[config.mk]
export PLATFORM = sky130hd
export DESIGN_NAME = stress_trend_detector_flat
export DESIGN_NICKNAME = d
export VERILOG_FILES = /design/src/rtl/stress_trend_detector_pkg.sv /design/src/rtl/stress_trend_detector_if.sv /design/src/rtl/stress_trend_detector_window.sv /design/src/rtl/stress_trend_detector.sv /design/src/flat_wrapper.sv
export SDC_FILE = /design/constraint.sdc
export NUM_CORES = 1
export LEC_CHECK = 0
export ABC_AREA = 1
export CAP_MARGIN = 0
export CORE_MARGIN = 5
export CORE_UTILIZATION = 35
export CTS_CLUSTER_SIZE = 30
export DETAILED_ROUTE_END_ITERATION = 16
export SLEW_MARGIN = 20
export SYNTH_ARGS = -nofsm -noshare
export SYNTH_HDL_FRONTEND = slang
export SYNTH_SLANG_ARGS = --single-unit
[constraint.sdc]
create_clock -name slow -period 3.36 [get_ports slow]
set_input_delay 0.672 -clock slow [delete_from_list [all_inputs] [get_ports slow]]
set_output_delay 0.672 -clock slow [all_outputs]
set_load 0.02 [all_outputs]
[src/rtl/stress_trend_detector_pkg.sv]
// Shared types and helpers for the heart-stress trend detector.
// Holds the FSM state encoding, the default sample width and the tolerance helper.
package stress_pkg;

  localparam int HART_W = 6;

  typedef enum logic [1:0] {
    ST_FILL = 2'd0,
    ST_WAIT = 2'd1,
    ST_HOLD = 2'd2
  } state_t;

  // Unsigned magnitude of a - b; operands are zero-extended samples.
  function automatic logic [31:0] abs_diff(input logic [31:0] a, input logic [31:0] b);
    return (a >= b) ? (a - b) : (b - a);
  endfunction

endpackage

[src/rtl/stress_trend_detector_if.sv]
// Sampler-to-detector-to-consumer bundle: heart-rate sample in, stability and trend results out.
interface stress_trend_detector_if
  import stress_pkg::*;
#(
  parameter int W = HART_W
);
  logic [W-1:0] hart;
  logic         stable_pulse;
  logic [W-1:0] stable_val;
  logic         gedaald;
  logic         error;
  logic [W:0]   delta;
  logic         first_seen;

  modport master (
    output hart,
    input  stable_pulse, stable_val, gedaald, error, delta, first_seen
  );

  modport slave (
    input  hart,
    output stable_pulse, stable_val, gedaald, error, delta, first_seen
  );
endinterface

[src/rtl/stress_trend_detector_window.sv]
// Sample history of DEPTH-1 entries plus a fill counter, so post-reset zeros never count as samples.
// match is formed from the registered history against the live sample so a fire lands one cycle later.
module sample_window
  import stress_pkg::*;
#(
  parameter int W     = HART_W,
  parameter int DEPTH = 4
) (
  input  logic         slow,
  input  logic         resetSlower,
  input  logic [W-1:0] hart,
  output logic         match,
  output logic         fill_reach
);

  localparam int            CW   = $clog2(DEPTH);
  localparam logic [CW-1:0] FULL = CW'(DEPTH - 1);

  logic [W-1:0]    hist_reg  [DEPTH-1];
  logic [W-1:0]    hist_next [DEPTH-1];
  logic [DEPTH-2:0] eq;
  logic [CW-1:0]   fill_reg;

  genvar gi;
  generate
    for (gi = 0; gi < DEPTH - 1; gi++) begin : g_hist
      if (gi == 0) begin : g_head
        assign hist_next[gi] = hart;
      end else begin : g_tail
        assign hist_next[gi] = hist_reg[gi-1];
      end
      assign eq[gi] = (hist_reg[gi] == hart);
    end
  endgenerate

  always_ff @(posedge slow or posedge resetSlower) begin
    if (resetSlower) begin
      for (int i = 0; i < DEPTH - 1; i++) begin
        hist_reg[i] <= '0;
      end
      fill_reg <= '0;
    end else begin
      hist_reg <= hist_next;
      if (fill_reg != FULL) begin
        fill_reg <= fill_reg + 1'b1;
      end
    end
  end

  assign match = (&eq) && (fill_reg == FULL);
  // True on the edge where the counter reaches DEPTH-1, so the FSM is waiting on the DEPTH-th sample.
  assign fill_reach = (int'(fill_reg) + 2) >= DEPTH;

endmodule

[src/rtl/stress_trend_detector.sv]
// Qualifies a heart-rate sample as stable after DEPTH equal samples and reports the trend
// against the previous stable value: one-cycle pulse, held dropped/rose flags and signed delta.
module stress_trend_detector
  import stress_pkg::*;
#(
  parameter int W     = HART_W,
  parameter int DEPTH = 4,
  parameter int TOL   = 0,
  parameter int REARM = 7
) (
  input logic                    slow,
  input logic                    resetSlower,
  stress_trend_detector_if.slave bus
);

  localparam int RW = $clog2(REARM + 1);

  state_t          state_reg, state_next;
  logic [RW-1:0]   rearm_reg, rearm_next;
  logic            fire;
  logic            match;
  logic            fill_reach;

  logic            pulse_reg;
  logic [W-1:0]    stable_val_reg;
  logic            gedaald_reg;
  logic            error_reg;
  logic [W:0]      delta_reg;
  logic            first_seen_reg;

  logic [W:0]      diff;
  logic [31:0]     mag;
  logic            beyond_tol;

  sample_window #(
    .W     (W),
    .DEPTH (DEPTH)
  ) u_window (
    .slow        (slow),
    .resetSlower (resetSlower),
    .hart        (bus.hart),
    .match       (match),
    .fill_reach  (fill_reach)
  );

  always_comb begin
    state_next = state_reg;
    rearm_next = rearm_reg;
    fire       = 1'b0;
    case (state_reg)
      ST_FILL: begin
        if (fill_reach) begin
          state_next = ST_WAIT;
        end
      end
      ST_WAIT: begin
        if (match) begin
          fire       = 1'b1;
          state_next = ST_HOLD;
          rearm_next = '0;
        end
      end
      ST_HOLD: begin
        // A sample change always wins over a rearm expiry in the same cycle.
        if (match) begin
          if (int'(rearm_reg) + 1 == REARM) begin
            fire       = 1'b1;
            rearm_next = '0;
          end else begin
            rearm_next = rearm_reg + 1'b1;
          end
        end else begin
          state_next = ST_WAIT;
          rearm_next = '0;
        end
      end
      default: state_next = ST_FILL;
    endcase
  end

  // Zero-extended subtraction cannot overflow in W+1 bits.
  assign diff       = {1'b0, bus.hart} - {1'b0, stable_val_reg};
  assign mag        = abs_diff(32'(bus.hart), 32'(stable_val_reg));
  assign beyond_tol = mag > 32'($unsigned(TOL));

  always_ff @(posedge slow or posedge resetSlower) begin
    if (resetSlower) begin
      state_reg      <= ST_FILL;
      rearm_reg      <= '0;
      pulse_reg      <= 1'b0;
      stable_val_reg <= '0;
      gedaald_reg    <= 1'b0;
      error_reg      <= 1'b0;
      delta_reg      <= '0;
      first_seen_reg <= 1'b0;
    end else begin
      state_reg <= state_next;
      rearm_reg <= rearm_next;
      pulse_reg <= fire;
      if (fire) begin
        stable_val_reg <= bus.hart;
        if (first_seen_reg) begin
          delta_reg   <= diff;
          gedaald_reg <= diff[W] && beyond_tol;
          error_reg   <= !diff[W] && beyond_tol;
        end else begin
          first_seen_reg <= 1'b1;
          delta_reg      <= '0;
          gedaald_reg    <= 1'b0;
          error_reg      <= 1'b0;
        end
      end
    end
  end

  assign bus.stable_pulse = pulse_reg;
  assign bus.stable_val   = stable_val_reg;
  assign bus.gedaald      = gedaald_reg;
  assign bus.error        = error_reg;
  assign bus.delta        = delta_reg;
  assign bus.first_seen   = first_seen_reg;

endmodule

[src/flat_wrapper.sv]
// flat-port wrapper written by rule: the top's interface ports become plain ports
module stress_trend_detector_flat import stress_pkg::*;
#(
  parameter int W     = HART_W,
  parameter int DEPTH = 4,
  parameter int TOL   = 0,
  parameter int REARM = 7
)
  (slow, resetSlower, bus_hart, bus_stable_pulse, bus_stable_val, bus_gedaald, bus_error, bus_delta, bus_first_seen);
  stress_trend_detector_if #(.W(W)) bus_i ();
  input logic slow;
  input logic resetSlower;
  input wire logic [$bits(bus_i.hart)-1:0] bus_hart;
  output wire logic [$bits(bus_i.stable_pulse)-1:0] bus_stable_pulse;
  output wire logic [$bits(bus_i.stable_val)-1:0] bus_stable_val;
  output wire logic [$bits(bus_i.gedaald)-1:0] bus_gedaald;
  output wire logic [$bits(bus_i.error)-1:0] bus_error;
  output wire logic [$bits(bus_i.delta)-1:0] bus_delta;
  output wire logic [$bits(bus_i.first_seen)-1:0] bus_first_seen;
  assign bus_i.hart = bus_hart;
  assign bus_stable_pulse = bus_i.stable_pulse;
  assign bus_stable_val = bus_i.stable_val;
  assign bus_gedaald = bus_i.gedaald;
  assign bus_error = bus_i.error;
  assign bus_delta = bus_i.delta;
  assign bus_first_seen = bus_i.first_seen;
  stress_trend_detector #(.W(W), .DEPTH(DEPTH), .TOL(TOL), .REARM(REARM)) u_core (.slow(slow), .resetSlower(resetSlower), .bus(bus_i));
endmodule
# Word level (Yosys, flattened, before mapping)
# Index checks and enable logic that the tools add are counted.
[classes]
order_cmp = 3
eq_ne = 11
bitwise = 0
reduce_logical = 9
muxes = 16
mul = 0
n_shift = 0
div_mod_pow = 0
addsub = 7
[op_table]
columns = ["op", "count"]
rows = [
  ["32-bit by 4-bit == test with 1-bit output (second input constant)", 1],
  ["32-bit by 1-bit > comparator with 1-bit output (second input constant)", 1],
  ["32-bit 2-to-1 mux", 1],
  ["6-bit by 6-bit subtractor with 7-bit output", 3],
  ["6-bit == test", 3],
  ["3-bit 2-to-1 mux", 3],
  ["7-bit 2-to-1 mux", 1],
  ["6-bit >= comparator", 1],
  ["2-bit 2-to-1 mux", 3],
  ["2-bit case mux with 3 select lines", 1],
  ["3-bit case mux with 2 select lines", 1],
  ["3-bit AND reduction", 2],
  ["1-bit 2-to-1 mux", 5],
  ["3-bit by 1-bit adder with 4-bit output (second input constant)", 1],
  ["2-bit == test (second input constant)", 2],
  ["2-bit by 1-bit inequality test with 1-bit output (second input constant)", 2],
  ["2-bit inequality test (second input constant)", 2],
  ["2-bit by 2-bit adder with 3-bit output (second input constant)", 1],
  ["3-bit by 1-bit adder with 3-bit output (second input constant)", 1],
  ["3-bit >= comparator (second input constant)", 1],
  ["1-bit logical AND", 3],
  ["2-bit by 1-bit adder with 2-bit output (second input constant)", 1],
  ["2-bit by 1-bit == test with 1-bit output (second input constant)", 1],
  ["2-bit logical NOT", 1],
  ["other kinds (4)", 4],
]
[word_totals]
rom_bits = 0
n_memories = 0
ramBits = 0
reg_bits = 42
word_cells = 58
latch_bits = 0

# Logic depth before layout (Yosys ltp)
# Gate-level depths: netlist of run 1.
[logic_depth]
word_depth = 5
mapped_depth = 15
depth_no_buf = 15

# Modules after synthesis
# From an unflattened synthesis of run 1, not the netlist that was laid out.
[hier_totals]
cells_unflattened = 317
hier_area_um2 = 2478.6
[by_module_without_submodules]
columns = ["mod", "cells_per_inst", "instances", "area_each_um2"]
rows = [
  ["stress_trend_detector", 220, 1, 1641.6],
  ["sample_window", 97, 1, 837.1],
]

# Least setup slack after synthesis of run 1
# OpenSTA, ideal clock, no wires.
[synth_path]
path_kind = "input to register"
from = "in bus_hart[0]"
to = "reg u_core.gedaald_reg, in the netlist u_core.bus.gedaald"
arrival_time_ps = 1993
cell_stages = 14
required_time_ps = 3244
path_slack_ps = 1251
path_buffers = 0
path_cell_list = "inv_1 ha_1 inv_1 fa_1 nand3_1 nand2_1 nand2_1 nand2_1 a21oi_1 nand2_1 nor2_1 nand2_1 nand2_1 nand2_1"
[synth_between]
elab_chain_cells = 5
elab_cells_between_ends = 16
cone_classes = "add/sub (3); order compare (2); eq/ne (3); mux (5); reduce/logical (3)"
[synth_rtl]
columns = ["item", "line", "rtl"]
rows = [
  ["start: declaration", "flat_wrapper.sv:13", "input wire logic [$bits(bus_i.hart)-1:0] bus_hart;"],
  ["6-bit by 6-bit subtractor with 7-bit output (tied with other cells)", "stress_trend_detector_pkg.sv:15", "return (a >= b) ? (a - b) : (b - a);"],
  ["32-bit 2-to-1 mux or 3-bit AND reduction (tied branches)", "stress_trend_detector_pkg.sv:15, stress_trend_detector_window.sv:50", ""],
  ["32-bit by 1-bit > comparator with 1-bit output or 1-bit logical AND (tied branches)", "stress_trend_detector.sv:84, stress_trend_detector_window.sv:50", ""],
  ["1-bit logical AND (tied with other cells)", "stress_trend_detector.sv:104", "gedaald_reg <= diff[W] && beyond_tol;"],
  ["1-bit 2-to-1 mux or 1-bit case mux with 2 select lines (tied branches)", "stress_trend_detector.sv:102, stress_trend_detector.sv:50", ""],
  ["end signal: assignment", "stress_trend_detector.sv:104", ""],
  ["end: declaration", "stress_trend_detector.sv:26", "logic gedaald_reg;"],
]
# Several ways; a longest one is shown, not always the timed one.
# A chain may end at the register's enable or synchronous reset.

# Final worst setup path of run 1
[layout_path]
from = "in bus_hart[1]"
to = "reg u_core.first_seen_reg, in the netlist u_core.bus.first_seen"
[layout_between]
elab_chain_cells = 5
elab_cells_between_ends = 8
cone_classes = "eq/ne (3); mux (3); reduce/logical (2)"
[layout_rtl]
columns = ["item", "line", "rtl"]
rows = [
  ["6-bit == test", "stress_trend_detector_window.sv:32", "assign eq[gi] = (hist_reg[gi] == hart);"],
  ["3-bit AND reduction *", "stress_trend_detector_window.sv:50", "assign match = (&eq) && (fill_reg == FULL);"],
  ["1-bit logical AND *", "stress_trend_detector_window.sv:50", ""],
  ["1-bit 2-to-1 mux (on tied branches)", "stress_trend_detector.sv:65, stress_trend_detector.sv:57", ""],
  ["1-bit case mux with 2 select lines *", "stress_trend_detector.sv:50", "case (state_reg)"],
  ["net u_core.fire", "stress_trend_detector.sv:20", "logic fire;"],
  ["end signal: assignment", "stress_trend_detector.sv:95", "first_seen_reg <= 1'b0;"],
  ["end signal: assignment", "stress_trend_detector.sv:107", "first_seen_reg <= 1'b1;"],
  ["end: declaration", "stress_trend_detector.sv:29", "logic first_seen_reg;"],
]
# Mark *: on every way through the listed nets, which the timed path passes. The rest lies on a longest branch.

==> results.sh, run 1 <==
export IMPL_outcome="completed"
export IMPL_vdd_ir_drop_max_v=0.000200
export IMPL_combPwrFrac=0.223
export IMPL_cts_repair_resized=0
export IMPL_syn_area_um2=2450
export IMPL_clock_sinks=42
export IMPL_synth_cells=299
export IMPL_hold_class="reg -> reg"
export IMPL_setup_violations=0
export IMPL_ys_warn_count=0
export IMPL_cts_made_buffers=5
export IMPL_finish_utilization=0.425
export IMPL_cp_cell_sequence="clkdlybuf4s50_1, inv_1, o21ai_0, nand2_1, nor2_1, nand3_2, nor2_4, nand2_2, inv_1, or2_2"
export IMPL_clock_latency_ns=0.30
export IMPL_power_density_nw_per_um2=424
export IMPL_cpPeakStageDelay_ns=0.52
export IMPL_areaGrowthSynthToFinish_pct=17.6
export IMPL_ant_nets=0
export IMPL_core_area_um2=6790
export IMPL_grt_max_degree=43
export IMPL_grt_setup_unrepaired="no"
export IMPL_fin_crit_ns=2.52
export IMPL_skew_ns=0.00806
export IMPL_crit_type="in -> reg"
export IMPL_worstPathArrival_ns=2.70
export IMPL_path_common_cell="inv_1"
export IMPL_max_freq_ghz=0.396
export IMPL_drt_wl_total_um=4970
export IMPL_clk_path_buf_depth=2
export IMPL_drcViolationCount=0
export IMPL_synth_area_leaders="dfrtp_1 43%, nand2_1 14%, ha_1 11%"
export IMPL_grt_pass1_wl_um=8540
export IMPL_dpl_instance_area_um2=2780
export IMPL_cp_slowest_cell="clkdlybuf4s50_1"
export IMPL_fin_nets=357
export IMPL_relSlewSlack=0.651
export IMPL_crit_path_start_kind="input pin"
export IMPL_gp_congestion=0.848
export IMPL_synth_top_area_frac=0.428
export IMPL_p_int_w=0.000860
export IMPL_dpl_hpwl_um=3820
export IMPL_cp_required_ns=3.54
export IMPL_avgSynthCellArea_um2=8.21
export IMPL_vias_per_cell=4.56
export IMPL_hold_buffers=0
export IMPL_max_slew_worst_pin_slew_ns=0.523
export IMPL_slew_viol_final=0
export IMPL_async_flop_share=1.00
export IMPL_finalCritPeriodShare=0.751
export IMPL_finalSetupTns_ns=0
export IMPL_synth_edf_count=0
export IMPL_synth_ff_type="dfrtp_1"
export IMPL_crit_fanout=22
export IMPL_synth_fp_nets=330
export IMPL_p_sw_frac=0.298
export IMPL_hold_viol=0
export IMPL_design_area_um2=2890
export IMPL_clkPwrFrac=0.318
export IMPL_pwr_share_seq=0.459
export IMPL_grt_overflow_total=0
export IMPL_synth_seq_cells=42
export IMPL_post_synth_top_area_cell="dfrtp_1"
export IMPL_cap_violations=0
export IMPL_diodes=0
export IMPL_die_w_um=93.7
export IMPL_num_io_pins=25
export IMPL_start_util=0.361
export IMPL_cts_tree="yes"
export IMPL_fp_dieH_um=93.7
export IMPL_hold_slack_ns=0.395
export IMPL_cts_root_buf="clkbuf_8"
export IMPL_htree_num_levels=2
export IMPL_post_cts_buffers=0
export IMPL_cp_end_kind="register"
export IMPL_row_count=30
export IMPL_drive_gt1_frac=0.0734
export IMPL_antenna_found_initial=0
export IMPL_port_buffers=24
export IMPL_drtIter0Drc=42
export IMPL_drt_pass1_iterations=4
export IMPL_clk_pin_slew_ns=0.08
export IMPL_grt_use_total=0.123
export IMPL_largest_reg_flops=12
export IMPL_synth_yosys_seq_area_share=0.428
export IMPL_p_switching_w=0.000366
export IMPL_vias=1927
export IMPL_grt_pass1_vias=1829
export IMPL_dieArea_um2=8780
export IMPL_detail_route_wl_per_cell_um=11.7
export IMPL_p_leak_nw=1.44
export IMPL_p_total_w=0.00123
export IMPL_ys_types=27
## critical path, delay by kind of cell
kind / cells / cell delay, ns
buffers and inverters: 3 / 0.89
AO/OA/AOI/OAI: 1 / 0.17
AND/OR/NAND/NOR: 6 / 0.96
## path summary, 6_finish.rpt
kind	start	end	slack [ns]	cells after the start
worst min-delay path	u_core.u_window.hist_next[8]	u_core.u_window.hist_next[2]	0.39	0
min in group asynchronous	resetSlower	u_core.bus.delta[2]	0.80	3
worst max register to register	u_core.bus.stable_val[2]	u_core.bus.gedaald	1.27	11
worst max-delay path	bus_hart[1]	u_core.bus.first_seen	0.84	10
worst min register to register	u_core.u_window.hist_next[8]	u_core.u_window.hist_next[2]	0.39	0
max in group asynchronous	resetSlower	u_core.bus.stable_val[5]	2.19	3
## Yosys cell counts (3+ instances only)
cell type	instances
dfrtp_1	42
o21ai_1	6
nor2_1	19
a21oi_1	9
inv_1	38
nand4_1	6
nand3_1	24
xnor2_1	3
o21ai_0	11
nand2_1	91
buf_6	3
buf_2	3
o21ai_2	7
ha_1	21
## cells by family (layout without fill, tap and decap cells)
kind of cell | after synthesis | after routing | synth area share
and+or+nand+nor | 148 | 148 | 0.262
buffers and inverters | 45 | 73 | 0.0795
DFF | 42 | 42 | 0.428
AOI/OAI and AO/OA | 36 | 36 | 0.0887
adders and majority gates | 23 | 23 | 0.123
xor gates and xnor gates | 5 | 5 | 0.0179
## power groups by stage
stage,clock network [W],logic [W],registers (W)
after floorplan,0,0.000211,0.000566
after global placement,0,0.000268,0.000572
after detailed placement,0,0.000273,0.000573
after CTS,0.000408,0.000276,0.000563
after global routing,0.000431,0.000317,0.000568
final,0.000389,0.000273,0.000563
## routing by layer
| layer | wire (um) | GRT usage | part of all wire | vias to the layer above |
|---|---|---|---|---|
| met2 | 2310 | 0.190 | 0.47 | 32 |
| met5 | 0 | 0 | 0 | - |
| met1 | 2380 | 0.166 | 0.48 | 890 |
| li1 | - | - | - | 1001 |
| met3 | 213 | 0.0304 | 0.043 | 4 |
| met4 | 57 | 0.0469 | 0.011 | 0 |
## final cells by class
| type | count | area [um2] |
|---|---|---|
| fillers | 690 | 3910 |
| multi-input cells | 212 | 1210 |
| flip-flops and latches | 42 | 1050 |
| repair buffers | 26 | 255 |
| inverters | 39 | 146 |
| well taps | 96 | 120 |
| clock buffers | 7 | 76.3 |
| clock inverters | 1 | 30.0 |
## cell usage in the layout, fill, tap and decap left out, types with 5 or more instances in the layout
master,n
a21oi_1,9
dfrtp_1,42
o21ai_2,7
o21ai_0,11
o21ai_1,6
inv_1,38
nand4_1,6
ha_1,21
nand3_1,24
nor2_1,19
nand2_1,91
clkbuf_8,5
clkdlybuf4s50_1,24
## per-stage QoR
stage / instances / setup WS [ns]
after floorplan: 299 / 1.25
after global placement: 415 / 0.503
final: 423 / 0.838
after detailed placement: 415 / 0.506
after CTS: 423 / 0.834
after global routing: 423 / 0.560
Power figures use the tool's default switching activity.
==> inputs of run 2 (changes only) <==
- clock period: 3.36 -> 2.1 ns (I/O delays scaled with it)
==> run 2 against run 1 <==
  * Cell count grew 8.7%
  * Die area is the same
  * Clock skew is essentially flat
  * Non-clock buffer count grew 37
  * Via count grew 6.9%
  * Routed wire length grew 4.4%
  * Highest routed layer unchanged
==> results.sh, run 2 (synthesis results as in run 1) <==
export IMPL_vdd_ir_drop_max_v=0.000214
export IMPL_areaGrowthSynthToFinish_pct=32.5
export IMPL_row_count=30
export IMPL_dpl_hpwl_um=4100
export IMPL_relSlewSlack=0.645
export IMPL_max_freq_ghz=0.520
export IMPL_gp_congestion=0.853
export IMPL_clock_sinks=42
export IMPL_cp_cell_sequence="dlygate4sd2_1, inv_1, ha_1, inv_1, fa_2, nand3_1, nand2_1, nand2_1, nand2_1, a21oi_2, nand2_1, nor2_1, nand2_1, nand2_1, nand2_1"
export IMPL_drcViolationCount=0
export IMPL_cap_violations=0
export IMPL_vias_per_cell=4.48
export IMPL_n_fill_cell=670
export IMPL_drt_pass1_iterations=4
export IMPL_fp_dieH_um=93.7
export IMPL_worstHoldStart="bus_hart[1]"
export IMPL_grt_overflow_total=0
export IMPL_reg2reg_from="u_core.bus.stable_val[0]"
export IMPL_hold_path_end="u_core.u_window.hist_next[7]"
export IMPL_grt_pass1_vias=1936
export IMPL_clk_pin_slew_ns=0.09
export IMPL_crit_fanout=3
export IMPL_rrSetupSlack_ns=0.19
export IMPL_htree_num_levels=2
export IMPL_hold_viol=0
export IMPL_whs_path_depth=1
export IMPL_cts_tree="yes"
export IMPL_layout_common_cells="89 x nand2_1, 42 x dfrtp_1, 38 x inv_1, 38 x buf_4, 23 x nand3_1"
export IMPL_ff2ff_path_depth=13
export IMPL_p_leak_nw=1.68
export IMPL_dieArea_um2=8780
export IMPL_drt_wl_total_um=5190
export IMPL_crit_type="in -> reg"
export IMPL_slew_viol_final=0
export IMPL_cts_root_buf="clkbuf_8"
export IMPL_worstPathArrival_ns=2.13
export IMPL_cts_made_buffers=5
export IMPL_diodes=0
export IMPL_detail_route_wl_per_cell_um=11.3
export IMPL_clock_latency_ns=0.30
export IMPL_num_io_pins=25
export IMPL_port_buffers=24
export IMPL_antenna_found_initial=0
export IMPL_finalSetupTns_ns=0
export IMPL_path_common_cell="nand2_1"
export IMPL_grt_max_degree=43
export IMPL_cp_required_ns=2.30
export IMPL_core_area_um2=6790
export IMPL_r2r_end="u_core.bus.gedaald"
export IMPL_power_density_nw_per_um2=602
export IMPL_fin_crit_ns=1.92
export IMPL_skew_ns=0.00825
export IMPL_grt_setup_unrepaired="no"
export IMPL_cpPeakStageDelay_ns=0.37
export IMPL_cp_end_kind="register"
export IMPL_max_slew_worst_pin_slew_ns=0.532
export IMPL_drtIter0Drc=57
export IMPL_vias=2060
export IMPL_grt_use_total=0.125
export IMPL_finish_utilization=0.478
export IMPL_hold_slack_ns=0.362
export IMPL_outcome="completed"
export IMPL_finalCritPeriodShare=0.916
export IMPL_drive_gt1_frac=0.201
export IMPL_fin_nets=394
export IMPL_grt_pass1_wl_um=8760
export IMPL_hold_class="in -> reg"
export IMPL_cp_slowest_cell="fa_2"
export IMPL_start_util=0.361
export IMPL_hold_buffers=0
export IMPL_die_w_um=93.7
export IMPL_ant_nets=0
export IMPL_setup_violations=0
export IMPL_crit_path_start_kind="input pin"
export IMPL_layout_commonest_cell="nand2_1"
export IMPL_clk_path_buf_depth=2
export IMPL_largest_reg_flops=12
run 2: cell count changes in the layout (fill, tap and decap cells not counted), sizes merged:
cell / change
buf: +37
bufinv: -1
clkbuf: -2
clkdlybuf4s50: -6
clkinv: +2
clkinvlp: +1
dlygate4sd2: +1
dlymetal6s2s: +5
run 2: metrics by stage:
stage	worst slack, ns	area (um2)	cells	total power (W)
after floorplan	0.183	2450	299	0.00124
after global placement	-0.334	3070	452	0.00140
after detailed placement	-0.401	3070	452	0.00141
after CTS	0.00386	3160	460	0.00195
after global routing	0.0330	3250	460	0.00209
final	0.176	3250	460	0.00196
run 2: how the worst max path moves through the flow:
| stage | depth (start not counted) | from | to | slack, ns |
|---|---|---|---|---|
| 3_5_place_dp | 13 | bus_hart[0] | u_core.bus.gedaald | -0.40 |
| 3_3_place_gp | 13 | bus_hart[0] | u_core.bus.error | -0.33 |
| 2_1_floorplan | 13 | u_core.bus.stable_val[2] | u_core.bus.gedaald | 0.18 |
| 5_1_grt | 13 | u_core.bus.stable_val[3] | u_core.bus.gedaald | 0.03 |
| 4_1_cts | 12 | bus_hart[2] | u_core.bus.gedaald | 0.004 |
| 6_report | 15 | bus_hart[0] | u_core.bus.gedaald | 0.18 |
run 2: power breakdown:
group	switching (W)	internal [W]
Combinational	0.000294	0.000226
Sequential	0.0000457	0.000856
Clock	0.000300	0.000234
run 2: final cells by class:
cell class | count | area [um2] | area share
Clock buffer | 5 | 68.8 | 0.0212
Clock inverter | 3 | 21.3 | 0.00654
Inverter | 39 | 146 | 0.0450
Multi-Input combinational cell | 212 | 1290 | 0.396
Sequential cell | 42 | 1050 | 0.323
Tap cell | 96 | 120 | 0.0370
Timing Repair Buffer | 63 | 557 | 0.171
run 2: layer usage:
layer  global-route usage  vias to the layer above  routed length [um]
li1                     -                     1080                   -
met1                0.170                      942                2520
met2                0.198                       29                2420
met3               0.0264                        9                 161
met4               0.0409                        0                  83
met5                    0                        -                   0
run 2: worst max-delay path: cells and delay by family:
family | cells | cell delay (ns)
buffers and inverters | 3 | 0.44
adder cells (fa/ha/maj) | 2 | 0.51
AND/OR/NAND/NOR | 9 | 0.62
AO/OA/AOI/OAI | 1 | 0.13
run 2: timing repair:
action,4_1_cts,5_1_grt
pin swaps,1,3
gates resized for setup,1,18
setup buffers,0,0
setup endpoints to repair,2,20
